===== src/rtl/tl_timer_pkg.sv =====
// Shared phase encodings and default timing for the traffic-light phase timers.
package tl_timer_pkg;

  typedef enum logic [1:0] {
    S0_NS_GREEN  = 2'd0,
    S1_NS_YELLOW = 2'd1,
    S2_EW_GREEN  = 2'd2,
    S3_EW_YELLOW = 2'd3
  } tl_phase_e;

  localparam int GREEN_SECS  = 30;
  localparam int YELLOW_SECS = 3;
  localparam int DEF_CNT_W   = 6;

  localparam logic [4*DEF_CNT_W-1:0] DEF_DUR_TABLE = {
    DEF_CNT_W'(YELLOW_SECS), DEF_CNT_W'(GREEN_SECS),
    DEF_CNT_W'(YELLOW_SECS), DEF_CNT_W'(GREEN_SECS)
  };

  // Headroom for the largest duration plus all extensions.
  function automatic int target_width(input int cnt_w, input int ext_w);
    return cnt_w + ext_w + 3;
  endfunction

endpackage


===== src/rtl/phase_target_calc.sv =====
// Per-phase target length: table select, zero clamp, extension add, illegal detect.
module phase_target_calc
  import tl_timer_pkg::*;
#(
  parameter int NUM_PHASES = 4,
  parameter int PH_W       = 2,
  parameter int CNT_W      = 6,
  parameter int EXT_SECS   = 5,
  parameter int EXT_W      = 2,
  parameter int TGT_W      = target_width(CNT_W, EXT_W)
) (
  input  logic [PH_W-1:0]             phase,
  input  logic [NUM_PHASES*CNT_W-1:0] dur_table,
  input  logic [EXT_W-1:0]            ext_count,
  output logic [TGT_W-1:0]            target,
  output logic                        illegal
);

  logic [CNT_W-1:0] dur_sel;

  always_comb begin
    dur_sel = '0;
    illegal = 1'b1;
    for (int i = 0; i < NUM_PHASES; i++) begin
      if (phase == PH_W'(i)) begin
        dur_sel = dur_table[i*CNT_W +: CNT_W];
        illegal = 1'b0;
      end
    end
    // A zero entry would never expire; treat it as a one-second phase.
    if (dur_sel == '0) dur_sel = CNT_W'(1);
    target = TGT_W'(dur_sel) + TGT_W'(ext_count) * TGT_W'(EXT_SECS);
  end

endmodule


===== src/rtl/phase_timer_multi.sv =====
// Multi-phase traffic timer: elapsed counter, hold, bounded extensions, remaining readout.
module phase_timer_multi
  import tl_timer_pkg::*;
#(
  parameter int NUM_PHASES = 4,
  parameter int PH_W       = 2,
  parameter int CNT_W      = 6,
  parameter int EXT_SECS   = 5,
  parameter int MAX_EXT    = 2,
  parameter int EXT_W      = 2
) (
  input  logic                        clk_1hz,
  input  logic                        rst,
  input  logic [PH_W-1:0]             phase,
  input  logic [NUM_PHASES*CNT_W-1:0] dur_table,
  input  logic                        hold,
  input  logic                        ext_req,
  output logic                        expire,
  output logic [PH_W-1:0]             expire_phase,
  output logic [CNT_W-1:0]            remaining,
  output logic                        ext_ack,
  output logic [EXT_W-1:0]            ext_count,
  output logic                        err
);

  localparam int TGT_W = target_width(CNT_W, EXT_W);
  localparam logic [TGT_W-1:0] REM_MAX = TGT_W'((1 << CNT_W) - 1);

  logic [PH_W-1:0]  prev_phase;
  logic [TGT_W-1:0] elapsed;
  logic [TGT_W-1:0] target;
  logic [TGT_W-1:0] last_sec;
  logic [TGT_W-1:0] left;
  logic             illegal;
  logic             done;

  phase_target_calc #(
    .NUM_PHASES (NUM_PHASES),
    .PH_W       (PH_W),
    .CNT_W      (CNT_W),
    .EXT_SECS   (EXT_SECS),
    .EXT_W      (EXT_W),
    .TGT_W      (TGT_W)
  ) u_calc (
    .phase     (phase),
    .dur_table (dur_table),
    .ext_count (ext_count),
    .target    (target),
    .illegal   (illegal)
  );

  // ">=" so a table entry lowered below elapsed expires at once.
  assign last_sec = target - TGT_W'(1);
  assign done     = (elapsed >= last_sec);

  always_ff @(posedge clk_1hz) begin
    if (rst) begin
      elapsed      <= '0;
      ext_count    <= '0;
      prev_phase   <= phase;
      expire       <= 1'b0;
      expire_phase <= '0;
      ext_ack      <= 1'b0;
      err          <= 1'b0;
    end else begin
      prev_phase <= phase;
      expire     <= 1'b0;
      ext_ack    <= 1'b0;
      err        <= illegal;
      if (illegal || (phase != prev_phase)) begin
        elapsed   <= '0;
        ext_count <= '0;
      end else if (!hold) begin
        if (done) begin
          expire       <= 1'b1;
          expire_phase <= phase;
          elapsed      <= '0;
          ext_count    <= '0;
        end else begin
          elapsed <= elapsed + TGT_W'(1);
          if (ext_req && (int'(ext_count) < MAX_EXT)) begin
            ext_count <= ext_count + EXT_W'(1);
            ext_ack   <= 1'b1;
          end
        end
      end
    end
  end

  always_comb begin
    left      = '0;
    remaining = '0;
    if (!err && !done) begin
      left      = last_sec - elapsed;
      remaining = (left > REM_MAX) ? '1 : left[CNT_W-1:0];
    end
  end

endmodule


===== config.mk =====
export PLATFORM = sky130hd
export DESIGN_NAME = phase_timer_multi
export DESIGN_NICKNAME = d
export VERILOG_FILES = /design/src/rtl/tl_timer_pkg.sv /design/src/rtl/phase_target_calc.sv /design/src/rtl/phase_timer_multi.sv
export SDC_FILE = /design/constraint.sdc
export NUM_CORES = 1
export LEC_CHECK = 0
export ABC_AREA = 1
export CORE_ASPECT_RATIO = 0.75
export CORE_UTILIZATION = 66
export CTS_BUF_LIST = sky130_fd_sc_hd__clkbuf_4 sky130_fd_sc_hd__clkbuf_8 sky130_fd_sc_hd__clkbuf_16
export DETAILED_ROUTE_END_ITERATION = 8
export DONT_BUFFER_PORTS = 1
export PLACE_DENSITY = 0.82
export SLEW_MARGIN = 10
export SYNTH_ARGS = -nofsm -noshare
export SYNTH_HDL_FRONTEND = slang
export SYNTH_SLANG_ARGS = --single-unit

===== constraint.sdc =====
create_clock -name clk_1hz -period 12.3 [get_ports clk_1hz]
set_input_delay 1.845 -clock clk_1hz [delete_from_list [all_inputs] [get_ports clk_1hz]]
set_output_delay 1.845 -clock clk_1hz [all_outputs]
set_load 0.05 [all_outputs]

==> metrics.md, run 1 <==
| Metric | Value |
|---|---|
| Initial antenna violation count | 0 |
| RSZ-0062 raised after global routing | false |
| Core ar. | 3105 µm² |
| Hold EP | elapsed[10]$_SDFFE_PP0N_ |
| Slew margin rel. | 0.5268 |
| CP max FO | 9 |
| R2r setup slk | 8.34 ns |
| Final Skew | 0.008500 ns |
| Ports | 43 |
| Leading register cell type out of synthesis | dfxtp_1 |
| Upper clock frequency limit | 128.8 MHz |
| CTS root buf | clkbuf_8 |
| Post-synth ARST share | 0 |
| Overall routed net length | 4.834 mm |
| Share of layout cells above drive strength 1 | 0.1491 |
| Setup crit start kind | primary input |
| First-pass GRT wire length | 7.997 mm |
| Initial DRC Count | 112 |
| Detailed placement HPWL | 4.048 mm |
| CP arrival | 5.92 ns |
| Crit-path slowest cell | fa_1 |
| Cts-stage hold buffer count | 0 |
| Seq cells post-synth | 20 |
| Die X | 69.57 µm |
| Resize count post-CTS | 0 |
| Power per Cell Area | 117.3 nW/µm² |
| Core Util, Final | 0.7546 |
| Full die area | 3664 µm² |
| Nets@finish | 396 |
| Min-Delay Path Class | flip-flop to flip-flop |
| Clock Sinks | 20 |
| Area contributors post-synth | dfxtp_1 (18%), nand2_1 (13%), ha_1 (12%), inv_1 (10%), nand3_1 (6.9%) |
| Seq. cell area | 400.4 µm² |
| Via density | 5.474 |
| Final Hold Fails | 0 |
| Total power | 0.2749 mW |
| Core Rows | 17 |
| Worst r2r path cells | 19 |
| Reg-to-Reg End | expire_phase[0]$_SDFFE_PP0P_ |
| Buffers on Ports | 0 |
| Max VDD drop | 90.25 µV |
| Worst endpoint required time | 10.45 ns |
| DRC violations left | 0 |
| Die Y | 52.68 µm |
| Area leader, netlist | dfxtp_1 |
| Filler cells | 273 |
| Setup bufs post-CTS | 0 |
| Reg-to-Reg Start | ext_count[1]$_SDFFE_PP0P_ |
| Synth-to-layout area growth | 3.710% |
| Vias in the first global route | 1784 |
| Crit path max-delay family | simple AND/OR/NAND/NOR gates |
| Multi-input combinational cell area | 1599 µm² |
| Number of CTS-inserted buffers | 3 |
| WHS | 0.5184 ns |
| GRT overflow | 0 |
| Static leakage | 1.150 nW |
| GP Congestion | 0.9650 |
| Crit path capture type | output port |
| Slew @ Worst Pin | 0.7089 ns |
| Inserted Diodes | 0 |
| Starting density of the core | 0.7276 |
| CTS max path bufs | 2 |
| Clock Latency Late Sink | 0.26 ns |
| Wire per inst | 12.72 µm |
| Synth Instances | 340 |
| Clock-pin slew on the worst setup and hold paths | 0.06 ns |
| Via Count | 2080 |
| Final ANT Viol Nets | 0 |
| Setup violations, final | 0 |
| Slowest cell delay on critical path | 0.39 ns |
| DP Area | 2288 µm² |
| Syn Nets | 393 |
| Post-Syn Area | 2260 µm² |
| WHS Path Cells | 2 |
| Synth top area share | 0.1772 |
| Min-delay src | elapsed[10]$_SDFFE_PP0N_ |
| GRT Total Usage | 0.2774 |
| Crit path time final | 7.761 ns |
| Status | finished, final reports clean |
| Max Slew Vio Count | 0 |
| Fin crit share | 0.6310 |
| Synth Area per Inst | 6.646 µm² |
| DRT Pass-1 Iters | 4 |
| Ys Warns | 0 |
| Kind of critical path | primary input to output port |
| Largest net degree at the start of global routing | 12 |
| Sequential area share after synthesis | 0.1772 |
| # Max-Cap Violations | 0 |
| CTS tree | done |
| Post-synth EDFFs | 0 |
| Buffers and inverters on the worst path | 5 |
| H-tree level count | 1 |
| Count of cell types in the netlist | 35 |
| Setup tns final | 0 ns |
| Final non-filler cell area | 2344 µm² |
layout make-up:
cell class                 instances  share of cell area
inverter                          64              0.1030
multi-input combinational        254              0.6823
tap                               38             0.02029
sequential                        20              0.1708
clock buffer                       4             0.02349
report_power, final:
part	leakage [nW]	total [mW]	internal (mW)	switching, mW
registers	0.162	0.0715	0.0664	0.00518
clock network	0.0288	0.0494	0.0285	0.0209
logic	0.959	0.154	0.0478	0.106
total	1.15	0.275	0.143	0.132
Yosys cell counts (3+ instances only):
cell type   n
nand2_1    81
inv_1      60
nand3_1    31
nor2_1     23
ha_1       21
dfxtp_1    20
nor2_2     11
o21ai_0    11
xor2_1     10
nor3_2      8
a21oi_1     7
nand2_2     7
nand4_1     7
xnor2_1     6
nor2_4      4
nor3_1      4
a21oi_2     3
inv_2       3
nand2_8     3
layout by cell type, fill, tap and decap left out, drive strengths merged:
cell type,Yosys,layout
a211oi,1,1
a21boi,1,1
a21oi,10,10
a221oi,1,1
a31oi,2,2
clkbuf,0,4
clkinv,1,1
conb,1,1
dfxtp,20,20
fa,2,2
ha,21,21
inv,63,63
nand2,93,93
nand3,32,32
nand4,8,8
nor2,38,38
nor3,12,12
nor3b,2,2
o21ai,12,12
or2,1,1
xnor2,7,7
xor2,10,10
routing by layer:
layer | up-vias | part of all wire | track usage
met5 | - | 0 | 0
met4 | 0 | 0.0083 | 0.06122
met3 | 5 | 0.081 | 0.03654
met2 | 72 | 0.39 | 0.4142
met1 | 922 | 0.52 | 0.4191
li1 | 1081 | - | -
sequential cells by signal (all words and copies together), names as in the netlist:
signal        count
ext_ack           1
ext_count         2
prev_phase        2
err               1
expire            1
expire_phase      2
elapsed          11
kinds of logic (layout without fill, tap and decap cells):
family                   count (synthesis)  after routing  synth area share
AND/OR/NAND/NOR                        186            186            0.4308
other                                    1              1          0.001660
adder cells (fa/ha/maj)                 23             23            0.1340
AO/OA/AOI/OAI                           27             27           0.07198
XOR/XNOR                                17             17           0.06921
flip-flops                              20             20            0.1772
buffers and inverters                   66             68            0.1152
worst register-to-register path, stage by stage, from the launching register on:
cell and delay, ns:
dfxtp_1 0.78, ha_1 0.26, ha_1 0.17, inv_1 0.05, fa_1 0.39, inv_1 0.07, a21oi_1 0.05, o21ai_0 0.29
xnor2_2 0.20, nand2_2 0.10, xor2_1 0.16, ha_1 0.39, nand2_1 0.13, nor2_1 0.18, nand3_2 0.18, nand2_8 0.17
nand2_8 0.08, nor2_2 0.10, nor2_1 0.05, nor2_1 0.10
how the worst max path moves through the flow:
stage / startpoint / endpoint / slack [ns] / cells after the start
6_report: phase[0] / remaining[3] / 4.54 / 29
3_3_place_gp: phase[0] / remaining[4] / 4.60 / 29
5_1_grt: phase[0] / remaining[2] / 4.24 / 29
3_5_place_dp: phase[0] / remaining[2] / 4.57 / 29
2_1_floorplan: phase[0] / remaining[0] / 4.76 / 30
4_1_cts: phase[0] / remaining[2] / 4.54 / 29
metrics by stage:
step / std cells / setup slack [ns]
CTS: 380 / 4.539
floorplan: 340 / 4.759
global placement: 376 / 4.603
finish: 380 / 4.539
global route: 380 / 4.238
detailed placement: 376 / 4.566
Note: power is estimated with default switching activity, not from simulation.
==> run 2, diff against run 1 <==
Settings changed: CORE_UTILIZATION 66 to 58, PLACE_DENSITY 0.82 to 0.76.
Clock period 12.3 ns to 6.65 ns, I/O delays scaled along.
==> run 2 against run 1 <==
Compared with the run above: clock power increased by 85%; final cell count increased by 3.7%; hold slack improved by 0.0055 ns; cell area increased by 0.75%; utilization decreased by 11 points; worst setup slack got worse by 4.0 ns; flip-flop and latch count unchanged; power increased by 87%; via count increased by 1.2%; critical path type unchanged; highest routed layer unchanged.
==> metrics.md, run 2 (same netlist as run 1, synthesis figures left out) <==
| Metric | Value |
|---|---|
| Kind of critical path | primary input to output port |
| Max VDD drop | 179.1 µV |
| Commonest non-fill, non-tap cell in the layout | nand2_1 |
| Buffers and inverters on the worst path | 5 |
| Pint | 0.2639 mW |
| Flop pwr share | 0.257 |
| Static leakage | 1.150 nW |
| GRT overflow | 0 |
| Via density | 5.340 |
| Crit path max-delay family | simple AND/OR/NAND/NOR gates |
| Cts-stage hold buffer count | 0 |
| Max FFs per register | 11 |
| Combinational Power Share | 0.565 |
| CP max FO | 9 |
| Core ar. | 3685 µm² |
| Largest Register | elapsed |
| Net Sw Frac | 0.4868 |
| Inst Count DP | 390 |
| GRT Total Usage | 0.2630 |
| Via Count | 2104 |
| Nets@finish | 396 |
| Psw | 0.2503 mW |
| CTS max path bufs | 2 |
| Total power | 0.5142 mW |
| Inserted Diodes | 0 |
| Crit-path slowest cell | fa_1 |
| Vias in the first global route | 1845 |
| Status | finished, final reports clean |
| CP arrival | 5.15 ns |
| Clock Sinks | 20 |
| RSZ-0062 raised after global routing | false |
| Overall routed net length | 5.043 mm |
| Number of CTS-inserted buffers | 3 |
| Setup bufs post-CTS | 0 |
| Clock-pin slew on the worst setup and hold paths | 0.07 ns |
| Setup crit start kind | primary input |
| Core Util, Final | 0.6407 |
| Largest net degree at the start of global routing | 12 |
| Final std cells w/o fill | 394 |
| H-tree level count | 1 |
| # Max-Cap Violations | 0 |
| Detailed placement HPWL | 4.113 mm |
| Fin crit share | 0.9251 |
| Slew margin rel. | 0.5187 |
| Final ANT Viol Nets | 0 |
| Crit path time final | 6.152 ns |
| Most frequent cells in the layout | nand2_1 (81), inv_1 (60), nand3_1 (31) |
| Setup tns final | 0 ns |
| Max Slew Vio Count | 0 |
| Worst endpoint required time | 5.65 ns |
| Die X | 74.08 µm |
| Full die area | 4152 µm² |
| Die Y | 56.06 µm |
| Wire per inst | 12.80 µm |
| Buffers on Ports | 0 |
| Initial antenna violation count | 0 |
| First-pass GRT wire length | 8.342 mm |
| Power per Cell Area | 217.8 nW/µm² |
| GP Congestion | 0.9142 |
| Final Skew | 0.001229 ns |
| DRC violations left | 0 |
| Final Hold Fails | 0 |
| Min-Delay Path Class | flip-flop to flip-flop |
| DRT Pass-1 Iters | 4 |
| Share of layout cells above drive strength 1 | 0.1491 |
| Upper clock frequency limit | 162.6 MHz |
| Initial DRC Count | 279 |
| Core Rows | 19 |
| Slowest cell delay on critical path | 0.39 ns |
| Crit path capture type | output port |
| Slew @ Worst Pin | 0.7210 ns |
| Synth-to-layout area growth | 4.485% |
| CTS root buf | clkbuf_8 |
| Ports | 43 |
| Starting density of the core | 0.6132 |
| Resize count post-CTS | 0 |
| Clock Power Share | 0.178 |
| Setup violations, final | 0 |
| CTS tree | done |
| Clock Latency Late Sink | 0.26 ns |
-- run 2: cell counts in the layout (fill, tap and decap cells not counted) --
Identical to the previous run, type by type.
-- run 2: final timing paths --
kind	startpoint	end	slack, ns	cells after the start
setup reg to reg	ext_count[1]$_SDFFE_PP0P_	expire_phase[0]$_SDFFE_PP0P_	2.64	22
setup / recovery	phase[0]	remaining[2]	0.50	29
hold / removal	elapsed[10]$_SDFFE_PP0N_	elapsed[10]$_SDFFE_PP0N_	0.52	2
hold reg to reg	elapsed[10]$_SDFFE_PP0N_	elapsed[10]$_SDFFE_PP0N_	0.52	2
-- run 2: worst register-to-register path, cell delays in order, from the launching register on --
cell,delay [ns]
dfxtp_1,0.79
ha_1,0.26
ha_1,0.17
inv_1,0.06
fa_1,0.39
inv_1,0.07
a21oi_1,0.05
o21ai_0,0.28
xnor2_2,0.19
nand2_2,0.11
xor2_1,0.17
ha_1,0.37
nand2_1,0.11
nand2_1,0.09
a21oi_2,0.16
nand2_2,0.08
nand2_2,0.08
nand2_4,0.07
nand2_8,0.11
nand2_8,0.08
nor2_2,0.10
nor2_1,0.05
nor2_1,0.11
-- run 2: final cells by class --
type	instances	area, µm²
multi-input cells	254	1599
fillers	347	1324
inverters	64	241.5
clock buffers	4	55.05
well taps	52	65.06
flip-flops and latches	20	400.4
-- run 2: per-layer routing --
layer / part of all wire / global-route usage / wire [µm] / up-vias
li1: - / - / - / 1083
met1: 0.51 / 0.4152 / 2594 / 928
met2: 0.39 / 0.3623 / 1971 / 86
met3: 0.079 / 0.02536 / 398 / 7
met4: 0.015 / 0.09066 / 78 / 0
met5: 0 / 0 / 0 / -
-- run 2: per-stage QoR --
stage / worst slack, ns / cell area (µm²) / hold slack (ns)
after floorplan: 0.8037 / 2260 / 0.4836
after CTS: 0.5420 / 2361 / 0.5301
after global placement: 0.6182 / 2306 / 0.5056
after global routing: 0.08810 / 2361 / 0.6000
final: 0.4982 / 2361 / 0.5240
after detailed placement: 0.5740 / 2306 / 0.5134
-- run 2: power by group through the flow --
stage	Combinational, mW	Sequential [mW]	Clock [mW]
final	0.291	0.132	0.0915
after global routing	0.320	0.132	0.100
after floorplan	0.250	0.134	0
after detailed placement	0.287	0.135	0
after CTS	0.288	0.132	0.0934
after global placement	0.283	0.135	0
